$ cat src/rtl/quad_enc_pkg.sv
// Shared decode codes and saturating-add helper for the quadrature speed meter.
package quad_enc_pkg;

  localparam logic [1:0] QE_NONE = 2'd0;
  localparam logic [1:0] QE_FWD  = 2'd1;
  localparam logic [1:0] QE_REV  = 2'd2;
  localparam logic [1:0] QE_ILL  = 2'd3;

  // Adds d to acc, clamped to the signed range of a w-bit word.
  function automatic int sat_add(input int acc, input int d, input int w,
                                 output logic clamped);
    int sum;
    int hi;
    int lo;
    sum     = acc + d;
    hi      = (1 << (w - 1)) - 1;
    lo      = -(1 << (w - 1));
    clamped = 1'b0;
    if (sum > hi) begin
      sum     = hi;
      clamped = 1'b1;
    end else if (sum < lo) begin
      sum     = lo;
      clamped = 1'b1;
    end
    return sum;
  endfunction

endpackage

$ cat src/rtl/quad_encoder_speed_if.sv
// Encoder pins in, latched per-window counts and strobe out.
interface quad_encoder_speed_if #(
  parameter int N_CH  = 4,
  parameter int CNT_W = 8
);
  logic                    enable;
  logic [N_CH-1:0]         enc_a;
  logic [N_CH-1:0]         enc_b;
  logic [N_CH*CNT_W-1:0]   speed;
  logic                    sample_valid;
  logic [N_CH-1:0]         sat;
  logic [N_CH-1:0]         err;

  modport master (output enable, enc_a, enc_b, input speed, sample_valid, sat, err);
  modport slave  (input enable, enc_a, enc_b, output speed, sample_valid, sat, err);
endinterface

$ cat src/rtl/quad_decoder_ch.sv
// One encoder channel: synchronizer, A/B decode, saturating window accumulator.
module quad_decoder_ch
  import quad_enc_pkg::*;
#(
  parameter int CNT_W     = 8,
  parameter int DECODE_X4 = 1
) (
  input  logic                    clk,
  input  logic                    reset,
  input  logic                    enable,
  input  logic                    dec_en,
  input  logic                    tc,
  input  logic                    enc_a,
  input  logic                    enc_b,
  output logic signed [CNT_W-1:0] cnt,
  output logic                    sat,
  output logic                    err
);
  logic [1:0]              sync_a, sync_b;
  logic [1:0]              prev, cur;
  logic [1:0]              code;
  logic signed [CNT_W-1:0] acc;
  logic                    sat_q, err_q;
  logic                    clamp;
  int                      delta;
  int                      sum;

  assign cur = {sync_a[1], sync_b[1]};

  always_ff @(posedge clk) begin
    if (reset) begin
      sync_a <= '0;
      sync_b <= '0;
      prev   <= '0;
    end else begin
      sync_a <= {sync_a[0], enc_a};
      sync_b <= {sync_b[0], enc_b};
      prev   <= cur;
    end
  end

  always_comb begin
    code = QE_NONE;
    if (dec_en && prev != cur) begin
      if (prev[1] != cur[1] && prev[0] != cur[0]) begin
        code = QE_ILL;
      end else if (DECODE_X4 != 0) begin
        case ({prev, cur})
          4'b00_10, 4'b10_11, 4'b11_01, 4'b01_00: code = QE_FWD;
          default:                                code = QE_REV;
        endcase
      end else if (!prev[1] && cur[1]) begin
        code = cur[0] ? QE_REV : QE_FWD;
      end
    end
  end

  // cnt/sat/err include this cycle's event so the TC cycle closes the window.
  always_comb begin
    clamp = 1'b0;
    delta = (code == QE_FWD) ? 1 : (code == QE_REV) ? -1 : 0;
    sum   = sat_add(int'(acc), delta, CNT_W, clamp);
    cnt   = CNT_W'(sum);
    sat   = sat_q | clamp;
    err   = err_q | (code == QE_ILL);
  end

  always_ff @(posedge clk) begin
    if (reset || !enable || tc) begin
      acc   <= '0;
      sat_q <= 1'b0;
      err_q <= 1'b0;
    end else begin
      acc   <= cnt;
      sat_q <= sat;
      err_q <= err;
    end
  end

endmodule

$ cat src/rtl/quad_encoder_speed.sv
// Multi-channel quadrature speed meter: shared sample window, latched counts, valid strobe.
module quad_encoder_speed
  import quad_enc_pkg::*;
#(
  parameter int N_CH       = 4,
  parameter int CNT_W      = 8,
  parameter int WINDOW_CYC = 50000,
  parameter int DECODE_X4  = 1
) (
  input logic                 clk,
  input logic                 reset,
  quad_encoder_speed_if.slave bus
);
  localparam int WIN_W = $clog2(WINDOW_CYC);

  logic [WIN_W-1:0]             win_cnt;
  logic [1:0]                   supp_cnt;
  logic                         tc, dec_en;
  logic [N_CH-1:0][CNT_W-1:0]   cnt;
  logic [N_CH-1:0]              ch_sat, ch_err;

  assign tc     = bus.enable && (win_cnt == WIN_W'(WINDOW_CYC - 1));
  // Sync regs preload from 0 after reset; hold decode off until prev/cur agree.
  assign dec_en = (supp_cnt == 2'd3);

  always_ff @(posedge clk) begin
    if (reset) begin
      win_cnt  <= '0;
      supp_cnt <= '0;
    end else begin
      if (!dec_en) supp_cnt <= supp_cnt + 2'd1;
      if (!bus.enable || tc) win_cnt <= '0;
      else                   win_cnt <= win_cnt + WIN_W'(1);
    end
  end

  for (genvar g = 0; g < N_CH; g++) begin : g_ch
    quad_decoder_ch #(.CNT_W(CNT_W), .DECODE_X4(DECODE_X4)) u_ch (
      .clk    (clk),
      .reset  (reset),
      .enable (bus.enable),
      .dec_en (dec_en),
      .tc     (tc),
      .enc_a  (bus.enc_a[g]),
      .enc_b  (bus.enc_b[g]),
      .cnt    (cnt[g]),
      .sat    (ch_sat[g]),
      .err    (ch_err[g])
    );
  end

  always_ff @(posedge clk) begin
    if (reset) begin
      bus.speed        <= '0;
      bus.sat          <= '0;
      bus.err          <= '0;
      bus.sample_valid <= 1'b0;
    end else begin
      bus.sample_valid <= tc;
      if (tc) begin
        bus.speed <= cnt;
        bus.sat   <= ch_sat;
        bus.err   <= ch_err;
      end
    end
  end

endmodule
$ cat src/flat_wrapper.sv
// flat-port wrapper written by rule: the top's interface ports become plain ports
module quad_encoder_speed_flat import quad_enc_pkg::*;
#(
  parameter int N_CH       = 4,
  parameter int CNT_W      = 8,
  parameter int WINDOW_CYC = 50000,
  parameter int DECODE_X4  = 1
)
  (clk, reset, bus_enable, bus_enc_a, bus_enc_b, bus_speed, bus_sample_valid, bus_sat, bus_err);
  quad_encoder_speed_if #(.N_CH(N_CH), .CNT_W(CNT_W)) bus_i ();
  input logic clk;
  input logic reset;
  input wire logic [$bits(bus_i.enable)-1:0] bus_enable;
  input wire logic [$bits(bus_i.enc_a)-1:0] bus_enc_a;
  input wire logic [$bits(bus_i.enc_b)-1:0] bus_enc_b;
  output wire logic [$bits(bus_i.speed)-1:0] bus_speed;
  output wire logic [$bits(bus_i.sample_valid)-1:0] bus_sample_valid;
  output wire logic [$bits(bus_i.sat)-1:0] bus_sat;
  output wire logic [$bits(bus_i.err)-1:0] bus_err;
  assign bus_i.enable = bus_enable;
  assign bus_i.enc_a = bus_enc_a;
  assign bus_i.enc_b = bus_enc_b;
  assign bus_speed = bus_i.speed;
  assign bus_sample_valid = bus_i.sample_valid;
  assign bus_sat = bus_i.sat;
  assign bus_err = bus_i.err;
  quad_encoder_speed #(.N_CH(N_CH), .CNT_W(CNT_W), .WINDOW_CYC(WINDOW_CYC), .DECODE_X4(DECODE_X4)) u_core (.clk(clk), .reset(reset), .bus(bus_i));
endmodule
$ cat config.mk
export PLATFORM = sky130hd
export DESIGN_NAME = quad_encoder_speed_flat
export DESIGN_NICKNAME = d
export VERILOG_FILES = /design/src/rtl/quad_enc_pkg.sv /design/src/rtl/quad_encoder_speed_if.sv /design/src/rtl/quad_decoder_ch.sv /design/src/rtl/quad_encoder_speed.sv /design/src/flat_wrapper.sv
export SDC_FILE = /design/constraint.sdc
export NUM_CORES = 1
export LEC_CHECK = 0
export BUFFER_PORTS_ARGS = -buffer_cell sky130_fd_sc_hd__buf_2
export CAP_MARGIN = 15
export CORE_MARGIN = 3
export CORE_UTILIZATION = 65
export DETAILED_ROUTE_END_ITERATION = 12
export PLACE_DENSITY = 0.85
export SLEW_MARGIN = 20
export SYNTH_ARGS = -nofsm -noshare
export SYNTH_HDL_FRONTEND = slang
export SYNTH_SLANG_ARGS = --single-unit
$ cat constraint.sdc
create_clock -name clk -period 9 [get_ports clk]
set_input_delay 1.8 -clock clk [delete_from_list [all_inputs] [get_ports clk]]
set_output_delay 1.8 -clock clk [all_outputs]
set_load 0.005 [all_outputs]
**Word-level counts from Yosys, hierarchy flattened**

Index checks and enable logic that the tools add are counted.

- Output and inout port bits: 41
- Flip-flop bits (word level): 123
- Input port bits: 11
- Logic and storage cells: 148

- Muxes and demuxes: 36
- Reduce and logical (&&, ||, !) cells: 18
- Bitwise gates (word level): 8
- Add/sub/neg operators: 6
- Order comparisons: 8
- Equal/unequal tests: 42

Operators by type and width:

| operator | number |
|---|---|
| $mux 32 | 8 |
| $add 8x32->32 | 4 |
| $gt 32x8->1 const B | 4 |
| $lt 32x8->1 const B | 4 |
| $mux 8 | 8 |
| $eq 4x4->1 const B | 8 |
| $mux 2 | 12 |
| $eq 2x2->1 const B | 9 |
| $add 16x1->16 const B | 1 |
| $eq 16x16->1 const B | 1 |
| $eq 4x2->1 const B | 4 |
| $eq 4x3->1 const B | 4 |
| $reduce_or 4->1 | 4 |
| $logic_and 1x1->1 | 9 |
| $eq 2x1->1 const B | 4 |
| $mux 1 | 8 |
| $ne 1x1->1 | 8 |
| $ne 2x2->1 | 4 |
| $or 1x1->1 | 8 |
| $logic_or 1x1->1 | 3 |
| $add 2x1->2 const B | 1 |
| $reduce_or 2->1 | 1 |
| $logic_not 1->1 | 1 |

**Longest topological paths before layout**

Gate-level depths: netlist of the first run.

- Word-level depth: 13
- Gate-level depth with buffers: 23
- Depth with buffers taken out: 23

**Modules after synthesis**

A second synthesis of the first run with hierarchy kept.

- Cells, all modules: 827
- Area, all modules: 8,199.1 um^2

Modules (own cells, without submodules):

| module | sequential area each (um^2) | cells each | instances | area an instance (um^2) |
|---|---|---|---|---|
| quad_encoder_speed | 1,181.1 | 223 | 1 | 2,278.4 |
| quad_decoder_ch at u_core.g_ch[1].u_ch | 320.3 | 152 | 1 | 1,511.4 |
| quad_decoder_ch at u_core.g_ch[3].u_ch | 320.3 | 152 | 1 | 1,482.7 |
| quad_decoder_ch at u_core.g_ch[2].u_ch | 320.3 | 146 | 1 | 1,473.9 |
| quad_decoder_ch at u_core.g_ch[0].u_ch | 320.3 | 154 | 1 | 1,452.6 |

**Worst setup path before layout of the first run**

No wires, ideal clock.

- Kind: reg-to-reg
- Start: register u_core.g_ch[2].u_ch.sync_a[1]
- End: register u_core.bus.speed[20]
- Data required time: 8.914 ns
- Path buffers: 1
- Period minus slack after synthesis: 5.317 ns
- Library setup time: 0.086 ns
- Stages on the path, launching flop included: 21
- Data arrival time: 5.232 ns
- Setup slack: 3.683 ns
- Cells stage by stage: dfxtp_1 clkbuf_1 mux2i_1 nand2_1 o21ai_0 and2_1 ha_1 inv_1 fa_1 nor2b_1 o31ai_1 a22oi_1 a21o_1 inv_1 fa_1 nor4bb_1 nand3b_1 or3_1 o31ai_2 a31oi_1 a211oi_1

- Cells in the longest elaborated chain, start to end: 12

Ends and longest elaborated chain:

| item | RTL line | RTL |
|---|---|---|
| start: declaration | quad_decoder_ch.sv:19 | `logic [1:0] sync_a, sync_b;` |
| start signal: assignment | quad_decoder_ch.sv:36 | `sync_a <= {sync_a[0], enc_a};` |
| $eq 4x2->1, or another cell as far along | quad_decoder_ch.sv:48 | `case ({prev, cur})` |
| $reduce_or 4->1 | quad_decoder_ch.sv:48 |  |
| $mux 2 | quad_decoder_ch.sv:48 |  |
| $mux 2 | quad_decoder_ch.sv:45 | `if (prev[1] != cur[1] && prev[0] != cur[0]) begin` |
| $mux 2 (*) | quad_decoder_ch.sv:44 | `if (dec_en && prev != cur) begin` |
| $eq 2x2->1 | quad_decoder_ch.sv:61 | `delta = (code == QE_FWD) ? 1 : (code == QE_REV) ? -1 : 0;` |
| $mux 32 | quad_decoder_ch.sv:61 |  |
| $mux 32 (*) | quad_decoder_ch.sv:61 |  |
| $add 8x32->32 (*) | quad_enc_pkg.sv:15 | `sum = acc + d;` |
| $lt 32x8->1 | quad_enc_pkg.sv:22 | `end else if (sum < lo) begin` |
| $mux 8 | quad_enc_pkg.sv:22 |  |
| $mux 8 (*) | quad_enc_pkg.sv:19 | `if (sum > hi) begin` |
| end signal: assignment | quad_encoder_speed.sv:61 | `bus.speed <= cnt;` |
| end: declaration | quad_encoder_speed_if.sv:15 | `modport slave (input enable, enc_a, enc_b, output speed, sample_valid, sat, err);` |

Mark *: on every way between the ends. The rest lies on a longest branch, timed or not.
A chain may end at the register's enable or synchronous reset.

**Worst setup path in the final report of the first run**

Same ends and word-level chain as after synthesis.

==> metrics.yaml, run 1 <==
run_status:
  status: "finished clean"
sta:
  rsz_0062_raised_after_global_routing: "false"
  final_max_slew_viol_count: 0
  worst_slew_pin_slew_ps: 835.3
  max_freq_mhz: 160.1
  worst_clk_skew_ps: 8.210
  final.min_clock_period_ps: 6247
  post-route-period-util_pct: 69.41
  setup-tns-final_ps: 0
  max_slew_margin_pct: 44.32
  timing.final.hold_violations: 0
  report.final.setup_viol: 0
place:
  numPortBuffers: 51
  routabilityCongestion: 0.9071
  dpl.hpwl_um: 11850
detailed_routing:
  detail_route.wl_per_cell_um: 16.57
  first_pass_iters: 5
  vias_per_cell: 6.012
  drt_wl_total_um: 16830
  via_count: 6108
  antenna_violating_nets_post_route: 0
  iter_0_drt_violations: 458
  drt_drc_violations_left: 0
cts:
  worst_skew_pair.late_latency_ps: 410
  count_of_h_tree_levels_built_during_cts: 4
  clk_root_buffer_cell: "sky130_fd_sc_hd__clkbuf_16"
  cts-buffers-inserted: 17
  cts_tree: "done"
  cts-resized-gates: 0
  cts-hold-fix-buffers: 0
  clock-sinks: 123
  post-cts-setup-buffers: 0
  clock_path_buffers: 2
  path_clk_slew_ps: 60
die:
  floorplan.die.height_um: 114.4
  start_util_pct: 68.40
  die-width_um: 114.4
  row_count: 38
  floorplan.die_area_um2: 13090
  core_area_um2: 11170
  ioPinCount: 52
synthesis:
  synthesis.instances: 816
  ys_seq_elements: 123
  synth-compound-area-share_pct: 16.85
  yosysUniqueCellTypes: 67
  synth_xor_xnor_area_share_pct: 2.750
  synth_sequential_area_ratio_pct: 32.22
  syn-mean-instance-area_um2: 9.366
  synth_top_area_share_pct: 32.22
  synthesis.yosys.warnings: 0
  async_reset_ff_share_pct: 0
  mux_contribution_to_synthesized_area_pct: 1.981
  postSynth.topFlopCell: "sky130_fd_sc_hd__dfxtp_1"
  synth_nets: 925
  leading_post_synthesis_cells_by_cell_area: "sky130_fd_sc_hd__dfxtp_1 32%, sky130_fd_sc_hd__fa_1 15%, sky130_fd_sc_hd__ha_1 6.9%"
  synth_simple_gate_area_share_pct: 20.40
  synth_top_family_by_area: "adder cells"
  synthesis.area_um2: 7642
  synth-edff-count: 0
  post-synth-top-area-cell: "sky130_fd_sc_hd__dfxtp_1"
  post_synth_fa_ha_maj_area_fraction_pct: 21.55
finish:
  fin_util_pct: 76.57
  finish.net_count: 972
  antenna_cells_inserted: 0
  synthToLayoutAreaGrowth_pct: 11.95
  post_route_cells_drive_above_1_share_pct: 11.99
run:
  max_cap_viol_count: 0
power:
  ir_drop_mv: 0.1291
  total_leakage_power_nw: 3.605
  power-per-cell-area_nw_per_um2: 172.2
global_routing:
  grt-ovfl-total: 0
  wire_length_of_the_first_global_routing_pass_um: 28580
  grt_antenna_before_repair: 0
  maximum_number_of_pins_on_one_net_before_global_route_repair: 58
  track_usage_pct: 26.67
  via_count_of_the_first_global_routing_pass: 6242
worst_setup_path:
  worst_setup_path_start_kind: "register"
  critPathBufInv: 2
  reg2reg_setup_slack_ps: 2750
  timing.critical_path.slowest_cell_delay_ps: 680
  critical-path-slowest-cell: "sky130_fd_sc_hd__ha_1"
  critical_path.top_delay_family: "compound AO/OA/AOI/OAI gates"
  critical_path_peak_fanout: 15
  worst-endpoint-arrival_ps: 6550
  endpoint_kind: "register"
  setup.worst_path.class: "reg2reg"
  timing.critical_path.cells: "mux2i_1, nand2_1, o21ai_0, and2_1, ha_1, inv_1, fa_1, nor2b_1, o31ai_1, a22oi_1, a21o_1, inv_1, fa_1, nor4bb_1, nand3b_1, or3_1, o31ai_2, a31oi_1, a211oi_1"
  critical_path_required_ps: 9300
hold_path:
  worstHoldPathType: "reg2reg"
## state kept, by name, summed over array words and instances, names as in the netlist
| name | count |
|---|---|
| u_core.bus.err | 4 |
| u_core.bus.sample_valid | 1 |
| u_core.bus.sat | 4 |
| u_core.bus.speed | 32 |
| u_core.g_ch.u_ch.acc | 32 |
| u_core.g_ch.u_ch.err_q | 4 |
| u_core.g_ch.u_ch.prev | 8 |
| u_core.g_ch.u_ch.sat_q | 4 |
| u_core.g_ch.u_ch.sync_a | 8 |
| u_core.g_ch.u_ch.sync_b | 8 |
| u_core.supp_cnt | 2 |
| u_core.win_cnt | 16 |
## Yosys cell counts (4+ instances only)
cell and count:
sky130_fd_sc_hd__a211oi_1 20, sky130_fd_sc_hd__a211oi_2 4, sky130_fd_sc_hd__a21o_1 20, sky130_fd_sc_hd__a21oi_1 36, sky130_fd_sc_hd__a311oi_1 6, sky130_fd_sc_hd__a31oi_1 10, sky130_fd_sc_hd__and2_1 4, sky130_fd_sc_hd__and3_1 6
sky130_fd_sc_hd__buf_2 5, sky130_fd_sc_hd__clkbuf_1 18, sky130_fd_sc_hd__dfxtp_1 123, sky130_fd_sc_hd__fa_1 56, sky130_fd_sc_hd__ha_1 42, sky130_fd_sc_hd__inv_1 57, sky130_fd_sc_hd__mux2i_1 14, sky130_fd_sc_hd__nand2_1 41
sky130_fd_sc_hd__nand2b_1 22, sky130_fd_sc_hd__nand3_1 9, sky130_fd_sc_hd__nand3b_1 6, sky130_fd_sc_hd__nand4_1 11, sky130_fd_sc_hd__nor2_1 96, sky130_fd_sc_hd__nor2b_1 37, sky130_fd_sc_hd__nor3_1 7, sky130_fd_sc_hd__nor3b_1 5
sky130_fd_sc_hd__nor4b_1 6, sky130_fd_sc_hd__nor4bb_1 10, sky130_fd_sc_hd__o211ai_1 14, sky130_fd_sc_hd__o21a_1 9, sky130_fd_sc_hd__o21ai_0 31, sky130_fd_sc_hd__o21bai_1 6, sky130_fd_sc_hd__o31a_1 5, sky130_fd_sc_hd__or3_1 9
sky130_fd_sc_hd__xnor2_1 12, sky130_fd_sc_hd__xor2_1 12
## where the power goes
part	switching [mW]	internal, mW
logic	0.148	0.0912
registers	0.0161	0.577
clock network	0.255	0.386
## path summary, 6_finish.rpt
path              depth (start not counted)                                  endpoint                                     start
setup reg to reg                         19         u_core.bus.speed[20]$_SDFFE_PP0P_  u_core.g_ch[2].u_ch.sync_a[1]$_SDFF_PP0_
setup / recovery                         19         u_core.bus.speed[20]$_SDFFE_PP0P_  u_core.g_ch[2].u_ch.sync_a[1]$_SDFF_PP0_
hold / removal                            1  u_core.g_ch[2].u_ch.sync_a[1]$_SDFF_PP0_  u_core.g_ch[2].u_ch.sync_a[0]$_SDFF_PP0_
hold reg to reg                           1  u_core.g_ch[2].u_ch.sync_a[1]$_SDFF_PP0_  u_core.g_ch[2].u_ch.sync_a[0]$_SDFF_PP0_
## area by class of cell
type / instances / area, µm²
Clock buffer: 18 / 439.2
Clock inverter: 14 / 125.1
Fill cell: 788 / 2618
Inverter: 57 / 214.0
Multi-Input combinational cell: 610 / 4862
Sequential cell: 123 / 2462
Tap cell: 140 / 175.2
Timing Repair Buffer: 54 / 277.8
## kinds of logic (layout without fill, tap and decap cells)
group / Yosys count / after routing
compound gates: 184 / 184
xor+xnor: 24 / 24
fa+ha+maj: 98 / 98
buf+inv: 83 / 143
flops: 123 / 123
mux: 15 / 15
simple gates: 289 / 289
## layout by cell type, fill, tap and decap left out, drive strengths merged, types with 6 or more instances in the layout
cell      Yosys  final
nor4b         6      6
o21a          9      9
a21o         20     20
a31oi        10     10
xnor2        12     12
clkbuf       18     18
clkinv        0      7
nor2         96     96
nor4bb       10     10
nor2b        37     37
nand3b        6      6
nand2b       22     22
o21ai        31     31
a21oi        36     36
buf           8     54
nand4        11     11
and3          6      6
o21bai        6      6
ha           42     42
mux2i        14     14
a211oi       24     24
clkinvlp      0      6
nand3         9      9
nand2        41     41
dfxtp       123    123
nor3          7      7
fa           56     56
a311oi        6      6
or3           9      9
xor2         12     12
o211ai       14     14
inv          57     57
## stage by stage
step | power [mW] | worst slack (ps) | std cells | instance area (µm²) | hold WS (ps)
finish | 1.473 | 2753 | 1016 | 8556 | 447.9
global route | 1.534 | 2265 | 1016 | 8556 | 461.8
detailed placement | 0.8338 | 2909 | 984 | 7985 | 430.3
global placement | 0.8196 | 3187 | 984 | 7985 | 418.5
floorplan | 0.7803 | 3683 | 816 | 7642 | 413.8
CTS | 1.471 | 2779 | 1016 | 8549 | 453.0
## layer usage
layer	global-route usage, %	part of all wire (%)	up-vias
met5	0	0	-
met4	7.918	1.3	0
met3	4.915	4.4	32
met2	46.37	51	182
met1	33.81	43	2964
li1	-	-	2930
Power figures use the tool's default switching activity.
==> run 2: changes to the inputs <==
--- a/config.mk
+++ b/config.mk
@@ -8,9 +8,9 @@
 export BUFFER_PORTS_ARGS = -buffer_cell sky130_fd_sc_hd__buf_2
 export CAP_MARGIN = 15
 export CORE_MARGIN = 3
-export CORE_UTILIZATION = 65
+export CORE_UTILIZATION = 61
 export DETAILED_ROUTE_END_ITERATION = 12
-export PLACE_DENSITY = 0.85
+export PLACE_DENSITY = 0.8
 export SLEW_MARGIN = 20
 export SYNTH_ARGS = -nofsm -noshare
 export SYNTH_HDL_FRONTEND = slang
==> constraint.sdc (replaced) <==
create_clock -name clk -period 6.5 [get_ports clk]
set_input_delay 1.3 -clock clk [delete_from_list [all_inputs] [get_ports clk]]
set_output_delay 1.3 -clock clk [all_outputs]
set_load 0.005 [all_outputs]
==> metrics.yaml, run 2 (same netlist as run 1, synthesis figures left out) <==
sta:
  report.final.setup_viol: 0
  rsz_0062_raised_after_global_routing: "false"
  max_slew_margin_pct: 49.67
  final.min_clock_period_ps: 5769
  post-route-period-util_pct: 88.75
  max_freq_mhz: 173.3
  final_max_slew_viol_count: 0
  setup-tns-final_ps: 0
  hold_ws_ps: 431.8
  timing.final.hold_violations: 0
  worst_clk_skew_ps: 7.968
  worst_slew_pin_slew_ps: 751.5
power:
  ir_drop_mv: 0.1537
  power_frac_seq_pct: 38.9
  clkPwrFrac_pct: 45.0
  power_mw: 2.111
  combinational_cell_fraction_of_total_power_pct: 16.0
  total_leakage_power_nw: 3.659
  netSwitchingFraction_pct: 26.20
  power_report.internal_total_mw: 1.558
  power-per-cell-area_nw_per_um2: 243.9
  net-switching-power_mw: 0.5529
finish:
  finish.net_count: 977
  antenna_cells_inserted: 0
  fin_cells: 1047
  layout_top_registers: "u_core.bus.speed: 32 flops, u_core.g_ch.u_ch.acc: 32 flops, u_core.win_cnt: 16 flops"
  synthToLayoutAreaGrowth_pct: 13.23
  post_route_cells_drive_above_1_share_pct: 11.95
  commonest_non_fill_non_tap_cell_in_the_layout: "sky130_fd_sc_hd__dfxtp_1"
  nFillCells: 937
  mostFrequentLayoutCells: "123 x sky130_fd_sc_hd__dfxtp_1, 96 x sky130_fd_sc_hd__nor2_1, 57 x sky130_fd_sc_hd__inv_1"
detailed_routing:
  drt_drc_violations_left: 0
  vias_per_cell: 5.792
  iter_0_drt_violations: 439
  first_pass_iters: 5
  via_count: 6064
  drt_wl_total_um: 16780
  detail_route.wl_per_cell_um: 16.03
  antenna_violating_nets_post_route: 0
cts:
  cts-buffers-inserted: 17
  cts_tree: "done"
  clock-sinks: 123
  count_of_h_tree_levels_built_during_cts: 4
  clk_root_buffer_cell: "sky130_fd_sc_hd__clkbuf_16"
  clock_path_buffers: 2
  path_clk_slew_ps: 50
  cts-hold-fix-buffers: 0
  cts-resized-gates: 0
  post-cts-setup-buffers: 0
  worst_skew_pair.late_latency_ps: 410
die:
  die-width_um: 117.9
  start_util_pct: 63.10
  floorplan.die_area_um2: 13910
  floorplan.die.height_um: 117.9
  ioPinCount: 52
  core_area_um2: 12110
  row_count: 40
worst_setup_path:
  worst-endpoint-arrival_ps: 6090
  worst_setup_path_start_kind: "register"
  critical_path_required_ps: 6830
  critical_path_peak_fanout: 9
  endpoint_kind: "register"
  setup.worst_path.class: "reg2reg"
hold_path:
  worstHoldPathType: "reg2reg"
global_routing:
  maximum_number_of_pins_on_one_net_before_global_route_repair: 62
  track_usage_pct: 25.43
  grt-ovfl-total: 0
  via_count_of_the_first_global_routing_pass: 6333
  grt_antenna_before_repair: 0
  wire_length_of_the_first_global_routing_pass_um: 29580
run_status:
  status: "finished clean"
run:
  max_cap_viol_count: 0
place:
  numPlacedInstances: 1017
  numPortBuffers: 51
  routabilityCongestion: 0.9808
  dpl.hpwl_um: 11790
run 2: layout make-up:
type	count	area [µm²]	area share (%)
clock buffers	22	474.2	5.480
flip-flops and latches	123	2462	28.46
clock inverters	8	117.6	1.359
inverters	57	214.0	2.473
repair buffers	59	315.3	3.644
multi-input cells	610	4860	56.16
well taps	168	210.2	2.429
run 2: layer usage:
layer  vias to the layer above  track usage, %  share of wire [%]
met3                        24           5.190                4.4
met1                      2926           32.01                 43
li1                       2943               -                  -
met2                       171           43.59                 51
met5                         -               0                  0
met4                         0           8.864                1.5
run 2: worst paths after layout:
| check | slack (ps) | end | start | depth (start not counted) |
|---|---|---|---|---|
| worst max register to register | 730 | u_core.bus.speed[20]$_SDFFE_PP0P_ | u_core.g_ch[2].u_ch.sync_a[1]$_SDFF_PP0_ | 19 |
| worst max-delay path | 730 | u_core.bus.speed[20]$_SDFFE_PP0P_ | u_core.g_ch[2].u_ch.sync_a[1]$_SDFF_PP0_ | 19 |
| worst min-delay path | 430 | u_core.g_ch[1].u_ch.sync_b[1]$_SDFF_PP0_ | u_core.g_ch[1].u_ch.sync_b[0]$_SDFF_PP0_ | 1 |
| worst min register to register | 430 | u_core.g_ch[1].u_ch.sync_b[1]$_SDFF_PP0_ | u_core.g_ch[1].u_ch.sync_b[0]$_SDFF_PP0_ | 1 |
run 2: stage by stage:
stage	setup slack (ps)	cell area [µm²]	utilization [%]
6_report	731.1	8653	71.45
5_1_grt	329.7	8653	71.45
4_1_cts	772.4	8650	71.42
3_5_place_dp	868.0	8058	66.53
3_3_place_gp	1172	8058	66.53
2_1_floorplan	1183	7642	-
run 2: worst max-delay path, cell delays in order (launching register included):
cell	delay, ps
sky130_fd_sc_hd__dfxtp_1	460
sky130_fd_sc_hd__mux2i_1	220
sky130_fd_sc_hd__nand2_1	70
sky130_fd_sc_hd__o21ai_0	100
sky130_fd_sc_hd__and2_1	210
sky130_fd_sc_hd__ha_1	370
sky130_fd_sc_hd__inv_1	290
sky130_fd_sc_hd__fa_1	490
sky130_fd_sc_hd__nor2b_1	160
sky130_fd_sc_hd__o31ai_1	120
sky130_fd_sc_hd__a22oi_1	370
sky130_fd_sc_hd__a21o_1	230
sky130_fd_sc_hd__inv_1	90
sky130_fd_sc_hd__fa_1	470
sky130_fd_sc_hd__nor4bb_1	320
sky130_fd_sc_hd__nand3b_1	140
sky130_fd_sc_hd__or3_1	410
sky130_fd_sc_hd__o31ai_2	650
sky130_fd_sc_hd__a31oi_1	240
sky130_fd_sc_hd__a211oi_1	260
run 2: power groups by stage:
stage / Clock, mW / Sequential [mW] / Combinational (mW)
floorplan: 0 / 0.829 / 0.252
global placement: 0 / 0.834 / 0.313
detailed placement: 0 / 0.836 / 0.329
CTS: 0.960 / 0.821 / 0.335
global route: 0.997 / 0.825 / 0.380
finish: 0.951 / 0.821 / 0.339
